<file path="config.mk">
export PLATFORM = sky130hd
export DESIGN_NAME = fir_uart_tap
export DESIGN_NICKNAME = d
export VERILOG_FILES = /design/src/rtl/fir_pkg.sv /design/src/rtl/fir_sample_fifo.sv /design/src/rtl/fir_uart_tap.sv
export SDC_FILE = /design/constraint.sdc
export NUM_CORES = 1
export LEC_CHECK = 0
export BUFFER_PORTS_ARGS = -buffer_cell sky130_fd_sc_hd__buf_2
export CAP_MARGIN = 15
export CORE_MARGIN = 10
export CORE_UTILIZATION = 50
export CTS_BUF_LIST = sky130_fd_sc_hd__clkbuf_4 sky130_fd_sc_hd__clkbuf_8 sky130_fd_sc_hd__clkbuf_16
export CTS_CLUSTER_SIZE = 8
export DETAILED_ROUTE_END_ITERATION = 8
export HOLD_SLACK_MARGIN = 0.12
export PLACE_DENSITY = 0.67
export SYNTH_ARGS = -nofsm -noshare
export SYNTH_HDL_FRONTEND = slang
export SYNTH_HIERARCHICAL = 1
export SYNTH_SLANG_ARGS = --single-unit
</file>
<file path="constraint.sdc">
create_clock -name clk -period 5.7 [get_ports clk]
set_clock_uncertainty 0.2 [all_clocks]
set_input_delay 0.285 -clock clk [delete_from_list [all_inputs] [get_ports clk]]
set_output_delay 0.285 -clock clk [all_outputs]
set_load 0.01 [all_outputs]
</file>
<file path="src/rtl/fir_pkg.sv">
// Shared types and widths for the FIR output UART tap.
package fir_pkg;
  typedef enum logic [1:0] {IDLE, START, DATA, STOP} tx_state_t;
  localparam int SAMPLE_W = 8;
endpackage

</file>
<file path="src/rtl/fir_sample_fifo.sv">
// Small synchronous sample FIFO; extra pointer bit separates full from empty.
module fir_sample_fifo
  import fir_pkg::*;
#(
  parameter int DEPTH = 4
) (
  input  logic                      clk,
  input  logic                      rst_n,
  input  logic                      push,
  input  logic [SAMPLE_W-1:0]       din,
  input  logic                      pop,
  output logic [SAMPLE_W-1:0]       dout,
  output logic                      full,
  output logic                      empty,
  output logic [$clog2(DEPTH):0]    count
);
  localparam int AW = $clog2(DEPTH);

  logic [SAMPLE_W-1:0] mem_q [DEPTH];
  logic [AW:0]         wptr_q, wptr_d;
  logic [AW:0]         rptr_q, rptr_d;
  logic                do_push, do_pop;

  assign count = wptr_q - rptr_q;
  assign empty = (wptr_q == rptr_q);
  assign full  = (count == (AW+1)'(DEPTH));
  assign dout  = mem_q[rptr_q[AW-1:0]];

  // A pop in the same cycle frees the slot, so a full FIFO still accepts.
  assign do_pop  = pop && !empty;
  assign do_push = push && (!full || do_pop);

  always_comb begin
    wptr_d = wptr_q + {{AW{1'b0}}, do_push};
    rptr_d = rptr_q + {{AW{1'b0}}, do_pop};
  end

  always_ff @(posedge clk) begin
    if (!rst_n) begin
      wptr_q <= '0;
      rptr_q <= '0;
    end else begin
      wptr_q <= wptr_d;
      rptr_q <= rptr_d;
    end
  end

  always_ff @(posedge clk) begin
    if (do_push) mem_q[wptr_q[AW-1:0]] <= din;
  end
endmodule

</file>
<file path="src/rtl/fir_uart_tap.sv">
// Decimates the FIR output stream, buffers samples and sends them as 8N1 UART frames.
module fir_uart_tap
  import fir_pkg::*;
#(
  parameter int DECIM        = 16,
  parameter int CLKS_PER_BIT = 434,
  parameter int FIFO_DEPTH   = 4
) (
  input  logic                           clk,
  input  logic                           rst_n,
  input  logic                           en,
  input  logic [SAMPLE_W-1:0]            y,
  output logic                           tx,
  output logic                           busy,
  output logic                           overflow,
  output logic [$clog2(FIFO_DEPTH):0]    fifo_count
);
  localparam int DCNT_W = (DECIM > 1) ? $clog2(DECIM) : 1;
  localparam int TMR_W  = $clog2(CLKS_PER_BIT);
  localparam logic [DCNT_W-1:0] DCNT_LAST = DCNT_W'(DECIM - 1);
  localparam logic [TMR_W-1:0]  TMR_LAST  = TMR_W'(CLKS_PER_BIT - 1);

  logic [DCNT_W-1:0]   dcnt_q, dcnt_d;
  logic                ovf_q, ovf_d;
  tx_state_t           state_q, state_d;
  logic [TMR_W-1:0]    tmr_q, tmr_d;
  logic [2:0]          bit_q, bit_d;
  logic [SAMPLE_W-1:0] shreg_q, shreg_d;
  logic                tx_q, tx_d;

  logic                push, pop, fifo_full, fifo_empty, tmr_last;
  logic [SAMPLE_W-1:0] fifo_dout;

  assign push = en && (dcnt_q == DCNT_LAST);

  always_comb begin
    dcnt_d = dcnt_q;
    if (en) dcnt_d = push ? '0 : dcnt_q + DCNT_W'(1);
  end

  // Only a push that finds no room, even after a same-cycle pop, is a drop.
  assign ovf_d = ovf_q | (push & fifo_full & ~pop);

  fir_sample_fifo #(.DEPTH(FIFO_DEPTH)) u_fifo (
    .clk   (clk),
    .rst_n (rst_n),
    .push  (push),
    .din   (y),
    .pop   (pop),
    .dout  (fifo_dout),
    .full  (fifo_full),
    .empty (fifo_empty),
    .count (fifo_count)
  );

  assign tmr_last = (tmr_q == TMR_LAST);

  always_comb begin
    state_d = state_q;
    tmr_d   = tmr_q;
    bit_d   = bit_q;
    shreg_d = shreg_q;
    tx_d    = tx_q;
    pop     = 1'b0;
    if (state_q == IDLE) begin
      if (!fifo_empty) begin
        pop     = 1'b1;
        shreg_d = fifo_dout;
        tmr_d   = '0;
        tx_d    = 1'b0;
        state_d = START;
      end
    end else begin
      tmr_d = tmr_last ? '0 : tmr_q + TMR_W'(1);
      if (tmr_last) begin
        // Bit 0 of the shift register is always the bit currently on the line.
        case (state_q)
          START: begin
            state_d = DATA;
            bit_d   = 3'd0;
            tx_d    = shreg_q[0];
          end
          DATA: begin
            if (bit_q == 3'd7) begin
              state_d = STOP;
              tx_d    = 1'b1;
            end else begin
              bit_d   = bit_q + 3'd1;
              shreg_d = shreg_q >> 1;
              tx_d    = shreg_q[1];
            end
          end
          default: state_d = IDLE;
        endcase
      end
    end
  end

  always_ff @(posedge clk) begin
    if (!rst_n) begin
      dcnt_q  <= '0;
      ovf_q   <= 1'b0;
      state_q <= IDLE;
      tmr_q   <= '0;
      bit_q   <= '0;
      tx_q    <= 1'b1;
    end else begin
      dcnt_q  <= dcnt_d;
      ovf_q   <= ovf_d;
      state_q <= state_d;
      tmr_q   <= tmr_d;
      bit_q   <= bit_d;
      tx_q    <= tx_d;
    end
  end

  always_ff @(posedge clk) begin
    shreg_q <= shreg_d;
  end

  assign tx       = tx_q;
  assign busy     = (state_q != IDLE);
  assign overflow = ovf_q;
endmodule

</file>
==> flow_metrics.tcl, run 1 <==
set metrics [dict create \
    outcome "finished clean" \
    hold_viol_final 0 \
    grt_pass1_wl_mm 8.887 \
    min_from "bit_q[2]$_SDFFE_PN0P_" \
    seqPwrFrac_pct 57.1 \
    firstDrtPassIters 4 \
    synth.avg_cell_area_um2 12.72 \
    relSlewSlack_pct 39.45 \
    synth.largest_area_cell "edfxtp_1" \
    multiInputGateArea_um2 1171 \
    cts_made_buffers 9 \
    slowest_delay_ps 710 \
    clock-sinks 66 \
    rr_worst_depth 6 \
    synth_area_um2 2975 \
    synth_nets 260 \
    initial_core_util_pct 50.86 \
    final_cell_area_um2 3423 \
    utilization_pct 58.51 \
    hpwlAfterDp_mm 3.600 \
    ys.warnings.count 6 \
    die_x_um 97.14 \
    cp-start-kind "flop" \
    synth_common_cells "edfxtp_1, dfxtp_1, nand2_1" \
    grt-ovfl-total 0 \
    die_h_um 97.14 \
    postCtsSetupBuffers 0 \
    synth_edf_count 40 \
    synth.most_common_cell "edfxtp_1" \
    crit_type "flop to flop" \
    hold_buffers 10 \
    cts_tree "done" \
    ys_seq_area_share_pct 57.86 \
    power_density_nw_per_um2 258.7 \
    rows 28 \
    cts_max_path_buffers 2 \
    min_period_ps 3130 \
    dp.cells 320 \
    hold_depth 2 \
    layout.cells.non_filler 347 \
    synth_seq_cells 66 \
    r2r_slack_ps 2570 \
    critical_path.cell_chain "ha_1, and3_2, nor2b_1, inv_1, a31o_2, a21oi_1" \
    fin_nets 293 \
    seq_area_um2 1722 \
    p_int_w 0.0006785 \
    worst_pin_slew_ps 908.3 \
    power_frac_comb_pct 2.0 \
    antenna_found_initial 0 \
    core_area_um2 5851 \
    cp_slowest_cell "dfxtp_1" \
    drv_slew 0 \
    min_to "bit_q[2]$_SDFFE_PN0P_" \
    startpoint "u_fifo/rptr_q[0]$_SDFF_PN0_" \
    max-vdd-ir-drop_mv 0.2102 \
    viasPerCell 5.265 \
    ctsRootBufferMaster "clkbuf_8" \
    portBuffers 16 \
    worst-endpoint-required_ps 5470 \
    synthArstFlopShare_pct 0 \
    grt_usage_pct 11.51 \
    h-tree-depth 3 \
    syn_inst 234 \
    cts_resized 0 \
    area_growth_syn_to_layout_pct 15.05 \
    clock_latency_ps 350 \
    gp_congestion 0.7441 \
    p_total_w 0.0008856 \
    tns_ps 0 \
    synthDominantCellAreaShare_pct 40.37 \
    setup_viol 0 \
    grt_pass1_vias 1829 \
    first_iter_violations 53 \
    clk_pin_slew_worst_paths_ps 80 \
    synth-main-ff-cell "edfxtp_1" \
    ios 17 \
    wl_per_cell_um 15.03 \
    timing.fmax_mhz 319.5 \
    diodes 0 \
    cp.arrival_ps 2900 \
    drcViolationCount 0 \
    dieArea_um2 9436 \
    clkPwrFrac_pct 40.9 \
    place_area_um2 3134 \
    reg2reg_from "u_fifo/rptr_q[0]$_SDFF_PN0_" \
    leakage_nw 1.260 \
    endpoint_kind "flop" \
    max_cap_viol_count 0 \
    yosysUniqueCellTypes 48 \
    grt_max_degree 24 \
    yosys-top-cells-area "edfxtp_1, dfxtp_1, mux4_2" \
    fillers 486 \
    crit_fanout 10 \
    fin_crit_sh_pct 54.92 \
    wirelength_mm 5.214 \
    ant_nets 0 \
    timing.rr.end "u_fifo/mem_q[0][0]$_DFFE_PP_" \
    vias 1827 \
    hp-class "flop to flop" \
    drive_above_1_share_pct 23.16 \
    power.switching_w 0.0002070 \
    switching_share_pct 23.38 \
    grt_setup_unrepaired "false" \
]
-- how the worst max path moves through the flow --
stage / cells after the start / endpoint / slack (ps)
6_report: 6 / u_fifo/mem_q[0][0]$_DFFE_PP_ / 2570
5_1_grt: 6 / u_fifo/mem_q[0][0]$_DFFE_PP_ / 2270
4_1_cts: 6 / u_fifo/mem_q[1][3]$_DFFE_PP_ / 2530
3_5_place_dp: 6 / u_fifo/mem_q[1][1]$_DFFE_PP_ / 2560
3_3_place_gp: 6 / u_fifo/mem_q[1][5]$_DFFE_PP_ / 2640
2_1_floorplan: 8 / u_fifo/mem_q[2][0]$_DFFE_PP_ / 2730
-- critical path, delay by kind of cell (launching register included) --
| family | cells | cell delay (ps) |
|---|---|---|
| simple gates | 2 | 410 |
| flops | 1 | 710 |
| fa+ha+maj | 1 | 390 |
| compound gates | 2 | 970 |
| buf+inv | 1 | 70 |
-- cell usage in the layout (no fill, tap or decap), drive strengths merged, types with 6 or more instances in the layout --
cell type and instances:
a21oi 14, mux2 7, and2 9, clkbuf 10, nand2 22, dlygate4sd3 10, ha 14, edfxtp 40
mux4 8, buf 18, or3 6, inv 18, dfxtp 26, nand3 8, nor2 10
-- power by group through the flow --
stage	Clock (W)	Sequential, W	Combinational [W]
3_3_place_gp	0	0.000517	0.0000125
5_1_grt	0.000390	0.000506	0.0000200
3_5_place_dp	0	0.000517	0.0000130
2_1_floorplan	0	0.000517	0.00000442
4_1_cts	0.000373	0.000506	0.0000182
6_report	0.000362	0.000506	0.0000179
-- through the flow --
| stage | setup WS [ps] | hold WS (ps) |
|---|---|---|
| after global routing | 2271 | 281.9 |
| after detailed placement | 2559 | 250.2 |
| after global placement | 2642 | 244.4 |
| final | 2570 | 259.1 |
| after CTS | 2531 | 262.0 |
| after floorplan | 2734 | 176.3 |
-- sequential cells by signal, indices dropped and copies added (netlist names) --
register       cells
bit_q              3
dcnt_q             4
overflow           1
shreg_q            8
state_q            2
tmr_q              9
tx                 1
u_fifo/mem_q      32
u_fifo/rptr_q      3
u_fifo/wptr_q      3
-- metal layers --
layer / wire [um] / vias up / part of all wire (%) / global-route usage (%)
li1: - / 931 / - / -
met3: 194 / 8 / 3.7 / 3.912
met2: 2464 / 23 / 47 / 17.39
met1: 2485 / 865 / 48 / 14.34
met4: 70 / 0 / 1.3 / 5.562
met5: 0 / - / 0 / 0
-- cells by family (layout without fill, tap and decap cells) --
family          Yosys count  count (layout)  share of synthesized area, %
fa+ha+maj                15              15                         6.560
mux                      19              19                         10.18
compound gates           35              35                         7.275
flops                    66              66                         57.86
simple gates             73              73                         13.63
buf+inv                  21              59                         2.775
xor+xnor                  5               5                         1.725
-- layout make-up --
| cell class | instances | share of cell area (%) |
|---|---|---|
| flip-flops and latches | 66 | 50.29 |
| clock buffers | 9 | 3.618 |
| repair buffers | 29 | 5.848 |
| clock inverters | 7 | 1.754 |
| multi-input cells | 147 | 34.21 |
| inverters | 14 | 1.535 |
| well taps | 75 | 2.741 |
(Power assumes the default switching activity.)
==> run 2, diff against run 1 <==
ABC_AREA = 1   (was default)
PLACE_DENSITY = 0.7   (was 0.67)
clock period = 2.8 ns   (was 5.7 ns; I/O delays follow)
==> flow_metrics.tcl, run 2 <==
set metrics [dict create \
    grt_max_degree 19 \
    wirelength_mm 5.738 \
    outcome "finished clean" \
    cp_slowest_cell "fa_1" \
    fin_nets 403 \
    synth.avg_cell_area_um2 9.214 \
    hp-class "flop to flop" \
    largest_register_ffs 32 \
    ys_seq_area_share_pct 55.28 \
    cts_resized 0 \
    antenna_found_initial 0 \
    dieArea_um2 9785 \
    initial_core_util_pct 51.98 \
    grt_setup_unrepaired "false" \
    synth.largest_area_cell "edfxtp_1" \
    grt_usage_pct 12.18 \
    power_frac_comb_pct 16.6 \
    synth.most_common_cell "nand2_1" \
    synthArstFlopShare_pct 0 \
    layout.cells.non_filler 457 \
    diodes 0 \
    h-tree-depth 3 \
    synth_area_um2 3114 \
    portBuffers 16 \
    switching_share_pct 29.42 \
    cp_top_family "adder cells" \
    layout_common_cells "nand2_1, nor2_1, edfxtp_1" \
    first_iter_violations 119 \
    seqPwrFrac_pct 51.2 \
    place_area_um2 3302 \
    rows 28 \
    hpwlAfterDp_mm 3.843 \
    clock_latency_ps 340 \
    drive_above_1_share_pct 15.18 \
    cts_max_path_buffers 2 \
    endpoint_kind "flop" \
    final_common_cell "nand2_1" \
    min_period_ps 2364 \
    vias 2285 \
    power.switching_w 0.0006723 \
    synth_nets 364 \
    drv_slew 0 \
    slowest_delay_ps 510 \
    synth-main-ff-cell "edfxtp_1" \
    critical_path.cell_chain "inv_1, ha_1, fa_1, nand2_1, inv_1, nand3_2, nand2_4, inv_1, ha_1, ha_1, nand2_1, inv_1" \
    cp-start-kind "flop" \
    max-vdd-ir-drop_mv 0.4592 \
    synthDominantCellAreaShare_pct 38.57 \
    worst_pin_slew_ps 397.5 \
    firstDrtPassIters 4 \
    crit_type "flop to flop" \
    clkPwrFrac_pct 32.2 \
    tns_ps 0 \
    crit_top_cell "inv_1" \
    worst-endpoint-required_ps 2850 \
    final_cell_area_um2 3598 \
    synth_edf_count 40 \
    ys.warnings.count 6 \
    clk_pin_slew_worst_paths_ps 80 \
    fin_crit_sh_pct 84.44 \
    ant_nets 0 \
    path_buf_inv 4 \
    synth_common_cells "nand2_1, nor2_1, edfxtp_1" \
    viasPerCell 5.000 \
    ios 17 \
    gp_congestion 0.8325 \
    drcViolationCount 0 \
    relSlewSlack_pct 73.47 \
    power_density_nw_per_um2 635.1 \
    dp.cells 430 \
    clock-sinks 66 \
    synth_seq_cells 66 \
    ctsRootBufferMaster "clkbuf_8" \
    grt_pass1_vias 2142 \
    die_h_um 98.92 \
    p_int_w 0.001613 \
    wl_per_cell_um 12.56 \
    cp.arrival_ps 2410 \
    die_x_um 98.92 \
    leakage_nw 1.507 \
    hold_viol_final 0 \
    core_area_um2 5991 \
    max_cap_viol_count 0 \
    cts_tree "done" \
    grt-ovfl-total 0 \
    crit_fanout 5 \
    setup_viol 0 \
    yosys-top-cells-area "edfxtp_1, dfxtp_1, nand2_1" \
    area_growth_syn_to_layout_pct 15.55 \
    yosysUniqueCellTypes 28 \
    hold_ws_ps 262.9 \
    grt_pass1_wl_mm 9.853 \
    cts_made_buffers 9 \
    timing.fmax_mhz 423.0 \
    syn_inst 338 \
]
-- run 2: changes by cell type in the layout (fill, tap and decap cells not counted), moves of 6 or more --
cell     delta
and2_1      -7
inv_1      +25
mux2_2      -7
mux4_2      -8
nand2_1    +55
nand3_1     +9
nor2_1     +31
o21ai_0    +18
o22ai_1     +9
or3_1       -6
-- run 2: metrics by stage --
stage | util (%) | setup slack, ps | total power [W]
after floorplan | - | 405.8 | 0.001464
after CTS | 60.07 | 422.8 | 0.002313
after global routing | 60.07 | 214.5 | 0.002415
final | 60.07 | 435.7 | 0.002286
after global placement | 55.12 | 505.4 | 0.001556
after detailed placement | 55.12 | 431.6 | 0.001561
-- run 2: final timing paths --
| kind | start | endpoint | slack, ps | cells after the start |
|---|---|---|---|---|
| worst max-delay path | u_fifo/wptr_q[0]$_SDFF_PN0_ | u_fifo/wptr_q[1]$_SDFF_PN0_ | 440 | 12 |
| worst max register to register | u_fifo/wptr_q[0]$_SDFF_PN0_ | u_fifo/wptr_q[1]$_SDFF_PN0_ | 440 | 12 |
| worst min register to register | dcnt_q[3]$_SDFFE_PN0P_ | dcnt_q[3]$_SDFFE_PN0P_ | 260 | 1 |
| worst min-delay path | dcnt_q[3]$_SDFFE_PN0P_ | dcnt_q[3]$_SDFFE_PN0P_ | 260 | 1 |
-- run 2: power groups by stage --
stage / Combinational [W] / Sequential (W) / Clock, W
after detailed placement: 0.000370 / 0.00119 / 0
after global placement: 0.000367 / 0.00119 / 0
after floorplan: 0.000280 / 0.00118 / 0
after global routing: 0.000435 / 0.00118 / 0.000802
after CTS: 0.000384 / 0.00117 / 0.000759
final: 0.000380 / 0.00117 / 0.000736
-- run 2: what timing repair did --
item                       in CTS  in global routing
setup endpoints to repair       0                  0
hold buffers                   11                  0
hold endpoints to repair       49                  0
buffers inserted                0                  0
-- run 2: logic make-up after synthesis --
kind of cell,share of synthesized area [%]
XOR/XNOR,0.2813
AND/OR/NAND/NOR,22.34
adder cells (fa/ha/maj),6.268
flip-flops,55.28
buffers and inverters,6.990
AO/OA/AOI/OAI,8.839
-- run 2: metal layers --
metal / global-route usage, % / routed length, um / vias up
met3: 3.841 / 214 / 5
li1: - / - / 1196
met2: 20.39 / 2957 / 39
met5: 0 / 0 / -
met4: 5.733 / 45 / 0
met1: 13.77 / 2520 / 1045
-- run 2: area by class of cell --
class	instances	area, um^2
Timing Repair Buffer	34	242.7
Clock buffer	9	123.9
Sequential cell	66	1722
Multi-Input combinational cell	222	1175
Inverter	44	178.9
Clock inverter	7	62.56
Tap cell	75	93.84
Fill cell	507	2392
